[src/rtl/com_bus_arbiter.sv]
// ----------------------------------------------------------------------------
// com_bus_arbiter
//
// Arbitrates the shared coherence bus among four cache wrappers. Snoop-side
// requests (flush / data supply) win over processor-side requests when the
// bus is idle. A snoop from a non-owner may nest inside an active processor
// grant. Processor grants rotate round-robin. Every release passes through a
// single TURN cycle with no grants before the next arbitration.
//
// Handshake: a requester holds its Com_Bus_Req_* bit high for as long as it
// wants the bus. A request sampled high on edge N yields a grant visible
// after edge N. A request sampled low on edge N removes its grant after
// edge N. A grant is always issued for at least one cycle once arbitrated,
// even if the request has already gone away.
//
// Optional feature (macro ARB_TIMEOUT_EN): watchdog on processor grants.
// Once a grant has been held for MAX_HOLD cycles, both grants are forced
// low, the round-robin pointer skips the owner and Arb_timeout is set
// until reset. Without the macro there is no counter and Arb_timeout = 0.
//
// Ports:
//   clk                    system clock, rising edge
//   rst_n                  asynchronous active-low reset
//   Com_Bus_Req_proc[3:0]  per-core processor-side request
//   Com_Bus_Req_snoop[3:0] per-core snoop-side request
//   Invalidation_done[3:0] per-core invalidate acknowledgement
//   Invalidate             shared Invalidate line as seen on the bus
//   Com_Bus_Gnt_proc[3:0]  one-hot-or-zero processor grant
//   Com_Bus_Gnt_snoop[3:0] one-hot-or-zero snoop grant
//   All_Invalidation_done  all non-owner cores acknowledged the invalidate
//   Bus_owner[1:0]         processor grant holder, valid while Bus_busy
//   Bus_busy               a processor grant is active
//   Arb_timeout            sticky watchdog flag
// ----------------------------------------------------------------------------
module com_bus_arbiter #(
   parameter int NUM_CORES = 4,
   parameter int MAX_HOLD  = 64
) (
   input  logic       clk,
   input  logic       rst_n,
   input  logic [3:0] Com_Bus_Req_proc,
   input  logic [3:0] Com_Bus_Req_snoop,
   input  logic [3:0] Invalidation_done,
   input  logic       Invalidate,
   output logic [3:0] Com_Bus_Gnt_proc,
   output logic [3:0] Com_Bus_Gnt_snoop,
   output logic       All_Invalidation_done,
   output logic [1:0] Bus_owner,
   output logic       Bus_busy,
   output logic       Arb_timeout
);

   if (NUM_CORES != 4) begin : g_bad_num_cores
      $error("com_bus_arbiter supports exactly 4 cores");
   end
   if (MAX_HOLD < 2) begin : g_bad_max_hold
      $error("com_bus_arbiter needs MAX_HOLD >= 2");
   end

   typedef enum logic [2:0] {
      IDLE,
      PROC_GNT,
      SNOOP_GNT,
      NESTED_SNOOP,
      TURN
   } arb_state_t;

   arb_state_t state;
   logic [1:0] rr_ptr;

   function automatic logic [3:0] one_hot(input logic [1:0] idx);
      one_hot = 4'b0001 << idx;
   endfunction

   function automatic logic [1:0] lowest_idx(input logic [3:0] req);
      lowest_idx = 2'd0;
      for (int k = 3; k >= 0; k--) begin
         if (req[k]) lowest_idx = 2'(k);
      end
   endfunction

   // Scan offsets from far to near so the nearest requester at or after
   // ptr is the last one written.
   function automatic logic [1:0] rr_pick(input logic [3:0] req, input logic [1:0] ptr);
      logic [1:0] idx;
      rr_pick = ptr;
      for (int k = 3; k >= 0; k--) begin
         idx = ptr + 2'(k);
         if (req[idx]) rr_pick = idx;
      end
   endfunction

   logic [3:0] owner_oh;
   logic [3:0] foreign_snoop;
   logic [1:0] snoop_any_idx;
   logic [1:0] snoop_foreign_idx;
   logic [1:0] proc_pick_idx;
   logic       owner_req;
   logic       snoop_held;
   logic       others_done;
   logic       timeout_force;
   logic       proc_release;

   assign owner_oh          = one_hot(Bus_owner);
   // Gnt_proc is zero outside a processor grant, so this is 0 when idle.
   assign owner_req         = |(Com_Bus_Req_proc & Com_Bus_Gnt_proc);
   assign snoop_held        = |(Com_Bus_Req_snoop & Com_Bus_Gnt_snoop);
   // The owner's own snoop request never nests inside its processor grant.
   assign foreign_snoop     = Com_Bus_Req_snoop & ~owner_oh;
   assign snoop_any_idx     = lowest_idx(Com_Bus_Req_snoop);
   assign snoop_foreign_idx = lowest_idx(foreign_snoop);
   assign proc_pick_idx     = rr_pick(Com_Bus_Req_proc, rr_ptr);
   assign others_done       = &(Invalidation_done | owner_oh);
   assign proc_release      = !owner_req || timeout_force;

`ifdef ARB_TIMEOUT_EN
   localparam int CNT_W = (MAX_HOLD > 2) ? $clog2(MAX_HOLD) : 1;

   logic [CNT_W-1:0] hold_cnt;
   logic             hold_limit;
   logic             new_proc_grant;
   logic             timeout_q;

   assign new_proc_grant = (state == IDLE) && !(|Com_Bus_Req_snoop) && (|Com_Bus_Req_proc);
   assign hold_limit     = (hold_cnt == CNT_W'(MAX_HOLD - 1));
   // An owner that lets go on the limit cycle releases normally.
   assign timeout_force  = Bus_busy && hold_limit && owner_req;
   assign Arb_timeout    = timeout_q;

   always_ff @(posedge clk or negedge rst_n) begin
      if (!rst_n) begin
         hold_cnt  <= '0;
         timeout_q <= 1'b0;
      end else begin
         if (new_proc_grant) begin
            hold_cnt <= '0;
         end else if (Bus_busy && !hold_limit) begin
            hold_cnt <= hold_cnt + 1'b1;
         end
         if (timeout_force) begin
            timeout_q <= 1'b1;
         end
      end
   end
`else
   assign timeout_force = 1'b0;
   assign Arb_timeout   = 1'b0;
`endif

   always_ff @(posedge clk or negedge rst_n) begin
      if (!rst_n) begin
         state                 <= IDLE;
         rr_ptr                <= 2'd0;
         Com_Bus_Gnt_proc      <= 4'b0000;
         Com_Bus_Gnt_snoop     <= 4'b0000;
         All_Invalidation_done <= 1'b0;
         Bus_owner             <= 2'd0;
         Bus_busy              <= 1'b0;
      end else begin
         // Gated with "grant survives this edge" so the flag falls together
         // with Bus_busy and is never high while the bus is free.
         All_Invalidation_done <= Bus_busy && !proc_release && Invalidate && others_done;

         case (state)
            IDLE: begin
               if (|Com_Bus_Req_snoop) begin
                  Com_Bus_Gnt_snoop <= one_hot(snoop_any_idx);
                  state             <= SNOOP_GNT;
               end else if (|Com_Bus_Req_proc) begin
                  Com_Bus_Gnt_proc <= one_hot(proc_pick_idx);
                  Bus_owner        <= proc_pick_idx;
                  Bus_busy         <= 1'b1;
                  state            <= PROC_GNT;
               end
            end

            PROC_GNT: begin
               if (proc_release) begin
                  Com_Bus_Gnt_proc <= 4'b0000;
                  Bus_busy         <= 1'b0;
                  rr_ptr           <= Bus_owner + 2'd1;
                  state            <= TURN;
               end else if (|foreign_snoop) begin
                  Com_Bus_Gnt_snoop <= one_hot(snoop_foreign_idx);
                  state             <= NESTED_SNOOP;
               end
            end

            NESTED_SNOOP: begin
               if (proc_release) begin
                  Com_Bus_Gnt_proc <= 4'b0000;
                  Bus_busy         <= 1'b0;
                  rr_ptr           <= Bus_owner + 2'd1;
                  // A normal owner release leaves a live snoop grant running
                  // alone; a watchdog release tears both down.
                  if (snoop_held && !timeout_force) begin
                     state <= SNOOP_GNT;
                  end else begin
                     Com_Bus_Gnt_snoop <= 4'b0000;
                     state             <= TURN;
                  end
               end else if (!snoop_held) begin
                  Com_Bus_Gnt_snoop <= 4'b0000;
                  state             <= PROC_GNT;
               end
            end

            SNOOP_GNT: begin
               if (!snoop_held) begin
                  Com_Bus_Gnt_snoop <= 4'b0000;
                  state             <= TURN;
               end
            end

            TURN: begin
               state <= IDLE;
            end

            default: begin
               state <= IDLE;
            end
         endcase
      end
   end

endmodule

[config.mk]
export PLATFORM = sky130hd
export DESIGN_NAME = com_bus_arbiter
export DESIGN_NICKNAME = d
export VERILOG_FILES = /design/src/rtl/com_bus_arbiter.sv
export SDC_FILE = /design/constraint.sdc
export NUM_CORES = 1
export LEC_CHECK = 0
export CELL_PAD_IN_SITES_DETAIL_PLACEMENT = 1
export CELL_PAD_IN_SITES_GLOBAL_PLACEMENT = 1
export CORE_UTILIZATION = 32
export DETAILED_ROUTE_END_ITERATION = 10
export GPL_TIMING_DRIVEN = 0
export PLACE_DENSITY = 0.86
export SLEW_MARGIN = 20
export SYNTH_ARGS = -nofsm -noshare
export SYNTH_HDL_FRONTEND = slang
export SYNTH_SLANG_ARGS = --single-unit
[constraint.sdc]
create_clock -name clk -period 1.9 [get_ports clk]
set_clock_uncertainty 0.05 [all_clocks]
set_input_delay 0.38 -clock clk [delete_from_list [all_inputs] [get_ports clk]]
set_output_delay 0.38 -clock clk [all_outputs]
set_load 0.005 [all_outputs]
==> out/results.txt <==
Timing analysis after detailed placement gives a worst setup slack of -0.635 ns. The first detailed-routing pass ran for 4 iterations. The clock power share is 10.5%.

The clock-pin slew on the worst setup and hold paths was 0.10 ns. TritonCTS built the clock tree. The number of synthesized flops with an enable pin was 0; the depth of the worst register-to-register path was 5.

The tools report the total net switching power as 732 uW. For this run, asynchronously set or reset flops after synthesis account for 100%. The critical path goes through nor3b_4 -> o21ai_4 -> or3b_4 -> o2111a_2 -> mux2_4.

For the level count of the clock H-tree, the log shows 1. The global-route usage over all layers is 19.7%. Including well taps, the total number of placed cells is 182. Cell internal power was estimated by the tool at 1140 uW. Summing all multi-input logic gate instances after layout gives 697 sq um. After clock tree synthesis, the flow added hold-fix buffers numbering 0. The die is 60.0 um wide. After detailed routing, the number of remaining DRC violations is 0.

For the share of synthesized area occupied by flip-flops and latches, the log shows 39.5%. At the worst endpoint, the required time is 2.03 ns. The tightest min-delay check is of the in -> async type. Cells with a size suffix above 1 make up 34.9% of the layout. The arrival time at the worst endpoint was 2.07 ns.

The number of different library cells used by synthesis comes to 42. The flow ran to the end, but the final reports show violations. The critical path ends at Com_Bus_Gnt_snoop[3]$_DFFE_PN0P_. The peak per-stage delay on the critical path works out to 0.49 ns.

Net switching is 39.2% of the power. The via density per instance came out at 5.40. Row generation in the floorplan step produced 20 rows. Entering global routing, the biggest net connects 18 pins. Once detail routing completed, the nets flagged for antenna violations numbered 0. The ratio of total power to cell area is 1170 nW/um^2. The die covers 3600 sq um. The final reports fail on setup timing.

The vertical extent of the die was 60.0 um. Each instance of the synthesized netlist takes up on average 9.61 sq um. The cell with the largest stage delay on the worst path was sky130_fd_sc_hd__dfrtp_2. After detailed placement, the total cell area comes to 1400 sq um.

Setup violations remaining at the end of the flow were counted as 3. The initial antenna violation count came out at 0. Measured against its own limit, the worst slew margin works out to 46.8%.

The footprint of the flip-flops and latches came out at 432 sq um. The final critical-path share of the clock period was 102%; the post-synth net total was 131. The worst register-to-register path begins at state[1]$_DFFE_PN0P_. The via count of the routed design came out at 1059. The finished cells cover 1600 sq um. The aggregate routed wire length is 3250 um, and the number of non-filler instances in the completed layout is 196. The tools report the setup slack of the worst register-to-register path as -0.03 ns. After detailed routing, the average wire length per cell comes to 16.6 um. The area growth from synthesis to final layout works out to 48.8%.

The number of diodes is 0. Hold timing on the final database bottoms out at a slack of 0.482 ns. The logs give 5150 um for the first-pass GRT wire length and 1154 for the via count of the first global-routing pass. The mapped cell area is 1080 sq um. IR analysis of the VDD net gives a maximum drop of 0.478 mV. The number of buffers added on ports is 26. For this run, the post-layout net count is 172.

The root buffer cell chosen for the clock tree is sky130_fd_sc_hd__clkbuf_4. STA classifies the critical path endpoint as a flop. Sequential cells account for 37.4% of the total power.

The number of hold violations in the final report is 0, and the minimum period implied by the final worst setup slack is 1.93 ns. Along the worst path, the maximum fanout reaches 9. The endpoint of the lowest-slack register-to-register path is Com_Bus_Gnt_snoop[3]$_DFFE_PN0P_. The part of the total power dissipated in combinational logic was 52.1%; the layout filler cell count was 368.

For the final number of max-transition violations, the log shows 0. The worst setup path is launched from a flop. The worst setup path is of the reg -> reg kind. Setup repair after global routing could not meet its margin everywhere.

The logs give 17 for the number of clock sinks and 2280 um for the final HPWL from detailed placement. The weighted congestion reported at the end of routability-driven placement is 0.859, and the achievable frequency is 517 MHz. The commonest register cell after synthesis was sky130_fd_sc_hd__dfrtp_1. The clock latency on the worst-skew pair was 0.30 ns; the placeable core region was 3130 sq um.

The total of warnings raised by yosys is 0. Synthesis handed over a netlist of 112 instances. In this run, CTS created clock tree buffers numbering 3. Across the run, the number of max-cap violations was 0.

In the post-synthesis netlist, the biggest area contributors are sky130_fd_sc_hd__dfrtp_1, sky130_fd_sc_hd__mux2_2, sky130_fd_sc_hd__ha_1, sky130_fd_sc_hd__o21ai_0, sky130_fd_sc_hd__nor2b_1. The fraction of synthesized cell area taken by the top area cell type was 39.5%. For the pin with the worst max-slew slack, the measured transition is 0.795 ns.

The number of DRC markers in iteration 0 is 25. The run gives 2 as the maximum clock insertion buffer count. In this run the worst setup path begins at state[1]$_DFFE_PN0P_. The remaining global-route overflow came out at 0. The initial cell density of the core was 34.4%; the leakage power figure was 0.000657 uW. 28 I/O pins were placed. The run gives -0.0344 ns as the least setup slack across all paths after layout. The post-synthesis sequential element count was 17. The synthesized design spends more area on one cell type than any other, namely sky130_fd_sc_hd__dfrtp_1.
## critical path, delay by kind of cell (launching register included)
kind             cells  cell delay (ns)
AND/OR/NAND/NOR      2             0.67
multiplexers         1             0.31
flip-flops           1             0.49
AO/OA/AOI/OAI        2             0.29
## cell usage after synthesis, types with 2 or more instances
cell type	n
sky130_fd_sc_hd__a21oi_1	6
sky130_fd_sc_hd__a22o_1	3
sky130_fd_sc_hd__a22o_2	2
sky130_fd_sc_hd__and3_1	2
sky130_fd_sc_hd__dfrtp_1	17
sky130_fd_sc_hd__ha_1	4
sky130_fd_sc_hd__inv_1	8
sky130_fd_sc_hd__mux2_2	6
sky130_fd_sc_hd__nand2_1	4
sky130_fd_sc_hd__nor2_1	4
sky130_fd_sc_hd__nor2b_1	5
sky130_fd_sc_hd__nor3_1	5
sky130_fd_sc_hd__nor4_1	4
sky130_fd_sc_hd__o21a_1	2
sky130_fd_sc_hd__o21ai_0	8
sky130_fd_sc_hd__o22ai_1	3
sky130_fd_sc_hd__o2bb2ai_1	2
sky130_fd_sc_hd__or3b_2	2
sky130_fd_sc_hd__or4_4	2
## layer usage
metal / global-route usage [%] / share of wire (%)
met2: 36.7 / 52
met4: 8.97 / 2.3
met1: 22.4 / 42
met5: 0 / 0
met3: 2.16 / 3.8
## through the flow
| stage | TNS, ns | total power [uW] | utilization, % |
|---|---|---|---|
| after global routing | -0.465 | 2000 | 51.2 |
| after detailed placement | -7.76 | 1490 | 44.8 |
| after floorplan | -0.0855 | 1100 | - |
| after global placement | -7.12 | 1430 | 44.8 |
| final | -0.0673 | 1870 | 51.2 |
| after CTS | -0.120 | 1840 | 49.6 |
## repair_timing
action | in CTS | in global routing
gates resized for setup | 33 | 9
endpoints found under the setup margin | 15 | 8
pin swaps | 9 | 5
setup buffers | 11 | 1
## area by class of cell
class                   count  share of cell area, %
clock inverters             1                  0.312
plain buffers               1                  0.469
clock buffers               3                   1.41
inverters                   8                   1.87
multi-input cells          84                   43.5
repair buffers             38                   22.0
well taps                  44                   3.44
flip-flops and latches     17                   27.0
## power groups by stage
stage                     Sequential [uW]  Combinational (uW)  Clock, uW
final                                 699                 973        196
after detailed placement              651                 838          0
after CTS                             679                 956        202
after global routing                  724                1070        211
after global placement                638                 792          0
after floorplan                       622                 476          0
## cell families after synthesis
group | Yosys count | share of synthesized area (%)
adders and majority gates | 4 | 4.65
AOI/OAI and AO/OA | 37 | 23.8
other | 1 | 0.349
muxes | 6 | 6.28
and+or+nand+nor | 36 | 21.0
DFF | 17 | 39.5
buffers and inverters | 11 | 4.30
## worst min-delay path by stage
stage / start / end / slack (ns) / cells after the start
after floorplan: rst_n / All_Invalidation_done$_DFF_PN0_ / 0.03 / 0
after global placement: Com_Bus_Gnt_proc[2]$_DFFE_PN0P_ / Com_Bus_Gnt_proc[2]$_DFFE_PN0P_ / 0.46 / 1
after detailed placement: Com_Bus_Gnt_proc[2]$_DFFE_PN0P_ / Com_Bus_Gnt_proc[2]$_DFFE_PN0P_ / 0.47 / 1
after CTS: state[2]$_DFFE_PN0P_ / state[1]$_DFFE_PN0P_ / 0.49 / 1
after global routing: Com_Bus_Gnt_snoop[2]$_DFFE_PN0P_ / Com_Bus_Gnt_snoop[2]$_DFFE_PN0P_ / 0.52 / 1
final: rst_n / All_Invalidation_done$_DFF_PN0_ / 0.48 / 1
## registers in the layout, summed over array words and instances, names as in the netlist
register	flops
All_Invalidation_done	1
Com_Bus_Gnt_proc	4
Bus_owner	2
Bus_busy	1
Com_Bus_Gnt_snoop	4
state	3
rr_ptr	2
## layout by cell type, fill, tap and decap left out, types with 3 or more instances in the layout
cell and n:
sky130_fd_sc_hd__dlygate4sd2_1 6, sky130_fd_sc_hd__clkdlybuf4s50_1 18, sky130_fd_sc_hd__nand2_1 4, sky130_fd_sc_hd__inv_1 7
sky130_fd_sc_hd__a22o_1 3, sky130_fd_sc_hd__mux2_2 5, sky130_fd_sc_hd__nor3_1 4, sky130_fd_sc_hd__o21ai_0 8
sky130_fd_sc_hd__a21oi_1 5, sky130_fd_sc_hd__clkbuf_4 3, sky130_fd_sc_hd__nor2_1 4, sky130_fd_sc_hd__o22ai_1 3
sky130_fd_sc_hd__nor2b_1 3, sky130_fd_sc_hd__dfrtp_2 5, sky130_fd_sc_hd__buf_4 13, sky130_fd_sc_hd__dfrtp_1 12
Note: power is estimated with default switching activity, not from simulation.
